===== src/rtl/i2s_pkg.sv =====
// i2s_pkg: shared definitions for the I2S speaker transmit path.
//   - Frame geometry: 64-bit frame, two 32-bit slots, word select leading
//     each slot by one bit.
//   - sample_t: signed 16-bit audio sample.
//   - bit_idx_t: bit position within a frame (0..63).
//   - ws_for_bit(): word-select level for a given bit index.
package i2s_pkg;

  localparam int FRAME_BITS = 64;
  localparam int SLOT_BITS  = 32;
  localparam int WS_LEAD    = 1;

  typedef logic signed [15:0] sample_t;
  typedef logic [5:0]         bit_idx_t;

  localparam bit_idx_t BIT_IDX_LAST = bit_idx_t'(FRAME_BITS - 1);

  // ws rises one bit before the right slot and falls one bit before the next
  // frame, so it is high for b = 31..62.
  function automatic logic ws_for_bit(input bit_idx_t b);
    return (b >= bit_idx_t'(SLOT_BITS - WS_LEAD)) &&
           (b <= bit_idx_t'(FRAME_BITS - 1 - WS_LEAD));
  endfunction

endpackage


===== src/rtl/i2s_tx_clkgen.sv =====
// i2s_tx_clkgen: I2S bit-clock generator.
//   Divides clk_i by 2*CLK_DIV to produce sck_o and flags the cycle on which
//   sck_o is about to fall, so downstream registers can update on that edge.
// Ports:
//   clk_i       system clock
//   rst_ni      synchronous reset, active-low
//   sck_o       bit clock (registered)
//   fall_evt_o  one-cycle strobe: the next clk_i edge drives sck_o 1 -> 0
module i2s_tx_clkgen #(
  parameter int CLK_DIV = 24
) (
  input  logic clk_i,
  input  logic rst_ni,
  output logic sck_o,
  output logic fall_evt_o
);

  localparam int                CNT_W    = $clog2(CLK_DIV);
  localparam logic [CNT_W-1:0] CNT_LAST = CNT_W'(CLK_DIV - 1);

  logic [CNT_W-1:0] div_cnt_q, div_cnt_d;
  logic             sck_q, sck_d;
  logic             tc_s;

  // Divider next state: wrap at terminal count and toggle sck there.
  always_comb begin
    tc_s       = (div_cnt_q == CNT_LAST);
    div_cnt_d  = div_cnt_q;
    sck_d      = sck_q;
    // Strobe is combinational so the consumer updates on the same edge
    // that drives sck low.
    fall_evt_o = tc_s & sck_q;
    if (tc_s) begin
      div_cnt_d = '0;
      sck_d     = ~sck_q;
    end else begin
      div_cnt_d = div_cnt_q + CNT_W'(1);
    end
  end

  // Divider and sck state registers with synchronous reset.
  always_ff @(posedge clk_i) begin
    if (!rst_ni) begin
      div_cnt_q <= '0;
      sck_q     <= 1'b0;
    end else begin
      div_cnt_q <= div_cnt_d;
      sck_q     <= sck_d;
    end
  end

  assign sck_o = sck_q;

endmodule


===== src/rtl/i2s_speaker_tx.sv =====
// i2s_speaker_tx: I2S controller-mode transmitter for the speaker/DAC path.
//   Takes signed mono samples over valid/ready into a 1-entry holding
//   register and sends each one on both slots of a 64-bit I2S frame.
//   If no sample is held when a frame starts, the frame carries zeros and
//   underrun pulses for one cycle.
// Optional build macro: I2S_TX_VOLUME_EN adds vol_shift, an arithmetic
//   right shift applied when the held sample is loaded at frame start.
// Ports:
//   clk_in       system clock (98.304 MHz nominal)
//   rst_n_in     synchronous reset, active-low
//   audio_data   signed sample, captured on valid && ready
//   audio_valid  sample valid
//   audio_ready  holding register empty (forced low during reset)
//   spk_sck      I2S bit clock
//   spk_ws       I2S word select (0 = left, 1 = right)
//   spk_sd       I2S serial data, MSB first
//   underrun     one-cycle pulse when a frame starts with nothing held
//   vol_shift    (I2S_TX_VOLUME_EN only) attenuation shift, 0..15
module i2s_speaker_tx
  import i2s_pkg::*;
#(
  parameter int CLK_DIV      = 24,
  parameter int SAMPLE_WIDTH = 16
) (
  input  logic        clk_in,
  input  logic        rst_n_in,
  input  logic [15:0] audio_data,
  input  logic        audio_valid,
  output logic        audio_ready,
  output logic        spk_sck,
  output logic        spk_ws,
  output logic        spk_sd,
  output logic        underrun
`ifdef I2S_TX_VOLUME_EN
  ,
  input  logic [3:0]  vol_shift
`endif
);

  bit_idx_t b_q, b_d, b_nxt_s;
  logic     ws_q, ws_d;
  logic     sd_q, sd_d;
  logic     und_q, und_d;
  logic     hold_full_q, hold_full_d;
  sample_t  hold_q, hold_d;
  sample_t  frame_q, frame_d;
  logic     fall_evt_s, frame_start_s, xfer_s;
  logic [4:0] pos_s;
  logic [3:0] sd_idx_s;

  i2s_tx_clkgen #(
    .CLK_DIV (CLK_DIV)
  ) u_clkgen (
    .clk_i      (clk_in),
    .rst_ni     (rst_n_in),
    .sck_o      (spk_sck),
    .fall_evt_o (fall_evt_s)
  );

  assign audio_ready = rst_n_in & ~hold_full_q;

  // Frame sequencing, serializer and holding-register next state.
  always_comb begin
    b_d           = b_q;
    ws_d          = ws_q;
    sd_d          = sd_q;
    und_d         = 1'b0;
    hold_d        = hold_q;
    hold_full_d   = hold_full_q;
    frame_d       = frame_q;
    b_nxt_s       = b_q + 6'd1;
    pos_s         = b_nxt_s[4:0];
    sd_idx_s      = 4'(SAMPLE_WIDTH - int'(pos_s));
    xfer_s        = audio_valid & audio_ready;
    frame_start_s = fall_evt_s && (b_q == BIT_IDX_LAST);

    if (fall_evt_s) begin
      b_d  = b_nxt_s;
      ws_d = ws_for_bit(b_nxt_s);
      // Slot bit 0 is the one-bit I2S delay; data occupies positions
      // 1..SAMPLE_WIDTH, the rest of the slot is padded with zeros.
      if ((pos_s != 5'd0) && (int'(pos_s) <= SAMPLE_WIDTH)) begin
        sd_d = frame_q[sd_idx_s];
      end else begin
        sd_d = 1'b0;
      end
    end else begin
      b_d = b_q;
    end

    if (frame_start_s) begin
      if (hold_full_q) begin
`ifdef I2S_TX_VOLUME_EN
        frame_d = hold_q >>> vol_shift;
`else
        frame_d = hold_q;
`endif
        hold_full_d = 1'b0;
      end else begin
        frame_d = '0;
        und_d   = 1'b1;
      end
    end else begin
      und_d = 1'b0;
    end

    // A transfer only happens with hold empty, so it never collides with the
    // frame-start consume above; a same-cycle accept waits for the next frame.
    if (xfer_s) begin
      hold_d      = sample_t'(audio_data);
      hold_full_d = 1'b1;
    end else begin
      hold_full_d = hold_full_d;
    end
  end

  // State registers; reset aborts any frame in progress and drops the hold.
  always_ff @(posedge clk_in) begin
    if (!rst_n_in) begin
      b_q         <= BIT_IDX_LAST;
      ws_q        <= 1'b0;
      sd_q        <= 1'b0;
      und_q       <= 1'b0;
      hold_full_q <= 1'b0;
      hold_q      <= '0;
      frame_q     <= '0;
    end else begin
      b_q         <= b_d;
      ws_q        <= ws_d;
      sd_q        <= sd_d;
      und_q       <= und_d;
      hold_full_q <= hold_full_d;
      hold_q      <= hold_d;
      frame_q     <= frame_d;
    end
  end

  assign spk_ws   = ws_q;
  assign spk_sd   = sd_q;
  assign underrun = und_q;

endmodule


===== config.mk =====
export PLATFORM = sky130hd
export DESIGN_NAME = i2s_speaker_tx
export DESIGN_NICKNAME = d
export VERILOG_FILES = /design/src/rtl/i2s_pkg.sv /design/src/rtl/i2s_tx_clkgen.sv /design/src/rtl/i2s_speaker_tx.sv
export SDC_FILE = /design/constraint.sdc
export NUM_CORES = 1
export LEC_CHECK = 0
export ABC_AREA = 0
export BUFFER_PORTS_ARGS = -buffer_cell sky130_fd_sc_hd__buf_2
export CAP_MARGIN = 20
export CELL_PAD_IN_SITES_DETAIL_PLACEMENT = 1
export CELL_PAD_IN_SITES_GLOBAL_PLACEMENT = 1
export CORE_MARGIN = 3
export CORE_UTILIZATION = 38
export CTS_BUF_LIST = sky130_fd_sc_hd__clkbuf_8
export DETAILED_ROUTE_END_ITERATION = 6
export PLACE_DENSITY_LB_ADDON = 0.1
export SYNTH_ARGS = -nofsm -noshare
export SYNTH_HDL_FRONTEND = slang
export SYNTH_SLANG_ARGS = --single-unit

===== constraint.sdc =====
create_clock -name clk_in -period 3 [get_ports clk_in]
set_clock_uncertainty 0.15 [all_clocks]
set_input_delay 0.45 -clock clk_in [delete_from_list [all_inputs] [get_ports clk_in]]
set_output_delay 0.45 -clock clk_in [all_outputs]
set_load 0.05 [all_outputs]

==> impl_results.md <==
* Outcome: finished, final reports clean
* RSZ-0062 raised after global routing: no
* Ant. Diodes at 0
* Slew @ Worst Pin at ~0.64 ns
* Post-synth EDFFs at 0
* Non-Filler Instances at 350
* # setup viols final at 0
* Post-synth ARST share at 0%
* Setup TNS at 0 ns
* Clock sinks at 48
* Crit Path Max Fanout at 13
* Grt ovf at 0
* Max-cap violations at 0
* Syn avg cell area at roughly 8.6 um2
* Drt wl/cell at 13.9 um
* Synth Register Bits at 48
* Slew Viols, Final at 0
* Syn Nets at ~290
* Unique masters post-synth at 44
* Post-CTS Resized at 0
* Port-buffer cells at 23
* Initial antenna violation count at 0
* Core area at 5640 um2
* Cell area after synthesis at ~2300 um2
* Period minus WS final at between 2 and 2.5 ns
* Tot Pwr at 0.00110 W
* CTS root buf: clkbuf_8
* Mapped Cells at 264
* Chip Height at 83.2 um
* Multi-input gate area at 1180 um2
* WS Path Type: register to register
* Cell Pwr Density at 444 nW/um2
* Clock transition at path regs at 0.09 ns
* Seq/Total Area, Yosys at 42.4%
* Vias in the first global route at 1846
* Starting Density at 40.2%
* Worst path required time at 3.04 ns
* Clk buf depth at 2
* Largest net degree at the start of global routing at 48
* DRC violations left at 0
* TritonCTS Buffers at 5
* Io pins at 24
* Clk Latency, worst-skew pair at between 0.2 and 0.3 ns
* Layout Nets at 301
* Final setup margin at 0.653 ns
* DIE AREA at 6930 um2
* Die width at 83.2 um
* First-pass GRT wire length at about 8.6 mm
* Postcts setup bufs at 0
* Synthesis Warnings at 0
* Layout cells sized above 1 at 15.8%
* Slew margin rel. at 57.5%
* Storage cell area at a little under 1000 um2
* VDD IR max at 0.212 mV
* Most frequent cells in the layout: nand2_1 (67), dfxtp_1 (48), nand3_1 (36)
* Dominant synthesized flop cell: dfxtp_1
* Total number of vias at 1829
* Remaining antenna violation count at 0
* Commonest non-fill, non-tap cell in the layout: nand2_1
* Leakage power at 1.05 nW
* Placed Cells incl. Taps at 343
* Fillers at 676
* Critical path arrival at 2.39 ns
* Worst setup EP type: register
* First-pass detailed-route iteration total at 4
* Final Hold Viols at 0
* Hold_buf cts at 0
* Fin crit share at 78.2%
* Area grow syn2layout at 9.16%
* Drt via density at approximately 5.2
* Dpl ws at 0.661 ns
* Highest clock rate at roughly 0.43 GHz
* H-tree levels at 2
* Dpl hpwl at approximately 3.3 mm
* Final wirelength at slightly below 5 mm
* Drt initial violations at 49
* Final RePlAce weighted congestion at 0.646
* Worst Hold Slack at about 0.18 ns
* Hold Path Class: primary input to register
* Global Route Usage Sum at between 10% and 20%
* CTS tree: built
* Row Count at 27
* CP startpoint kind: register
==> cell families (layout without fill, tap and decap cells) <==
| kind of cell | after synthesis | in the layout | share of synthesized area (%) |
|---|---|---|---|
| simple gates | 138 | 138 | 29.9 |
| buf+inv | 24 | 38 | 5.63 |
| xor+xnor | 10 | 10 | 3.86 |
| mux | 6 | 6 | 4.91 |
| fa+ha+maj | 4 | 4 | 2.21 |
| compound gates | 34 | 34 | 11.1 |
| flops | 48 | 48 | 42.4 |
==> layout make-up <==
class | count | share of cell area, %
Tap cell | 72 | 3.64
Clock inverter | 2 | 0.506
Inverter | 3 | 0.455
Timing Repair Buffer | 28 | 6.17
Multi-Input combinational cell | 192 | 47.6
Clock buffer | 5 | 2.78
Sequential cell | 48 | 38.8
==> power by group <==
group	total [W]	internal, W	leakage [nW]	switching [W]
sequential	0.000668	0.000656	0.391	0.0000123
clock	0.000368	0.000158	0.0400	0.000210
combinational	0.0000627	0.0000256	0.616	0.0000372
==> sequential cells by signal (all words and copies together), names as in the netlist <==
register	cells
frame_q	16
hold_q	16
b_q	6
u_clkgen.div_cnt_q	5
hold_full_q	1
spk_sd	1
spk_ws	1
u_clkgen.sck_o	1
underrun	1
==> critical path, cell delays in order, from the launching register on <==
cell	delay (ns)
dfxtp_1	0.54
ha_1	0.52
nand4b_1	0.18
o2111a_1	0.20
o32a_1	0.34
nor3_1	0.20
o21ai_1	0.10
==> path summary, 6_finish.rpt <==
kind | start | to | slack, ns | cells past startpoint
worst max-delay path | b_q[1]$_SDFFE_PN1P_ | spk_sd$_SDFFE_PN0P_ | 0.65 | 6
worst min-delay path | audio_data[8] | hold_q[8]$_SDFFE_PN0P_ | 0.18 | 3
worst max register to register | b_q[1]$_SDFFE_PN1P_ | spk_sd$_SDFFE_PN0P_ | 0.65 | 6
worst min register to register | u_clkgen.div_cnt_q[0]$_SDFF_PP0_ | u_clkgen.div_cnt_q[0]$_SDFF_PP0_ | 0.30 | 1
==> synthesized netlist by cell type (3+ instances only) <==
cell type	instances	share of area, %
clkbuf_1	9	1.5
ha_1	4	2.2
and2_1	4	1.1
nand3_1	36	7.9
and3_1	4	1.1
nand2b_1	5	1.4
nand4_1	4	1.1
a21boi_1	8	2.6
a21boi_0	11	3.6
mux4_2	4	4.0
buf_4	3	0.99
xor2_1	5	1.9
inv_1	3	0.50
buf_2	6	1.3
dfxtp_1	48	42
xnor2_1	5	1.9
nand2_1	67	11
o21ai_0	3	0.66
nor2_1	3	0.50
==> stage by stage <==
stage	area [um2]	util, %
after floorplan	2270	-
after global placement	2390	42.4
after detailed placement	2390	42.4
after CTS	2470	43.9
after global routing	2470	43.9
final	2470	43.9
==> per-layer routing <==
layer / global-route usage (%) / wire length (um) / vias to the layer above / share of wire [%]
met1: 19.1 / 2380 / 868 / 49
met5: 0 / 0 / - / 0
li1: - / - / 931 / -
met3: 3.77 / 147 / 6 / 3.0
met4: 4.75 / 55 / 0 / 1.1
met2: 24.3 / 2290 / 24 / 47
Note: power is estimated with default switching activity, not from simulation.
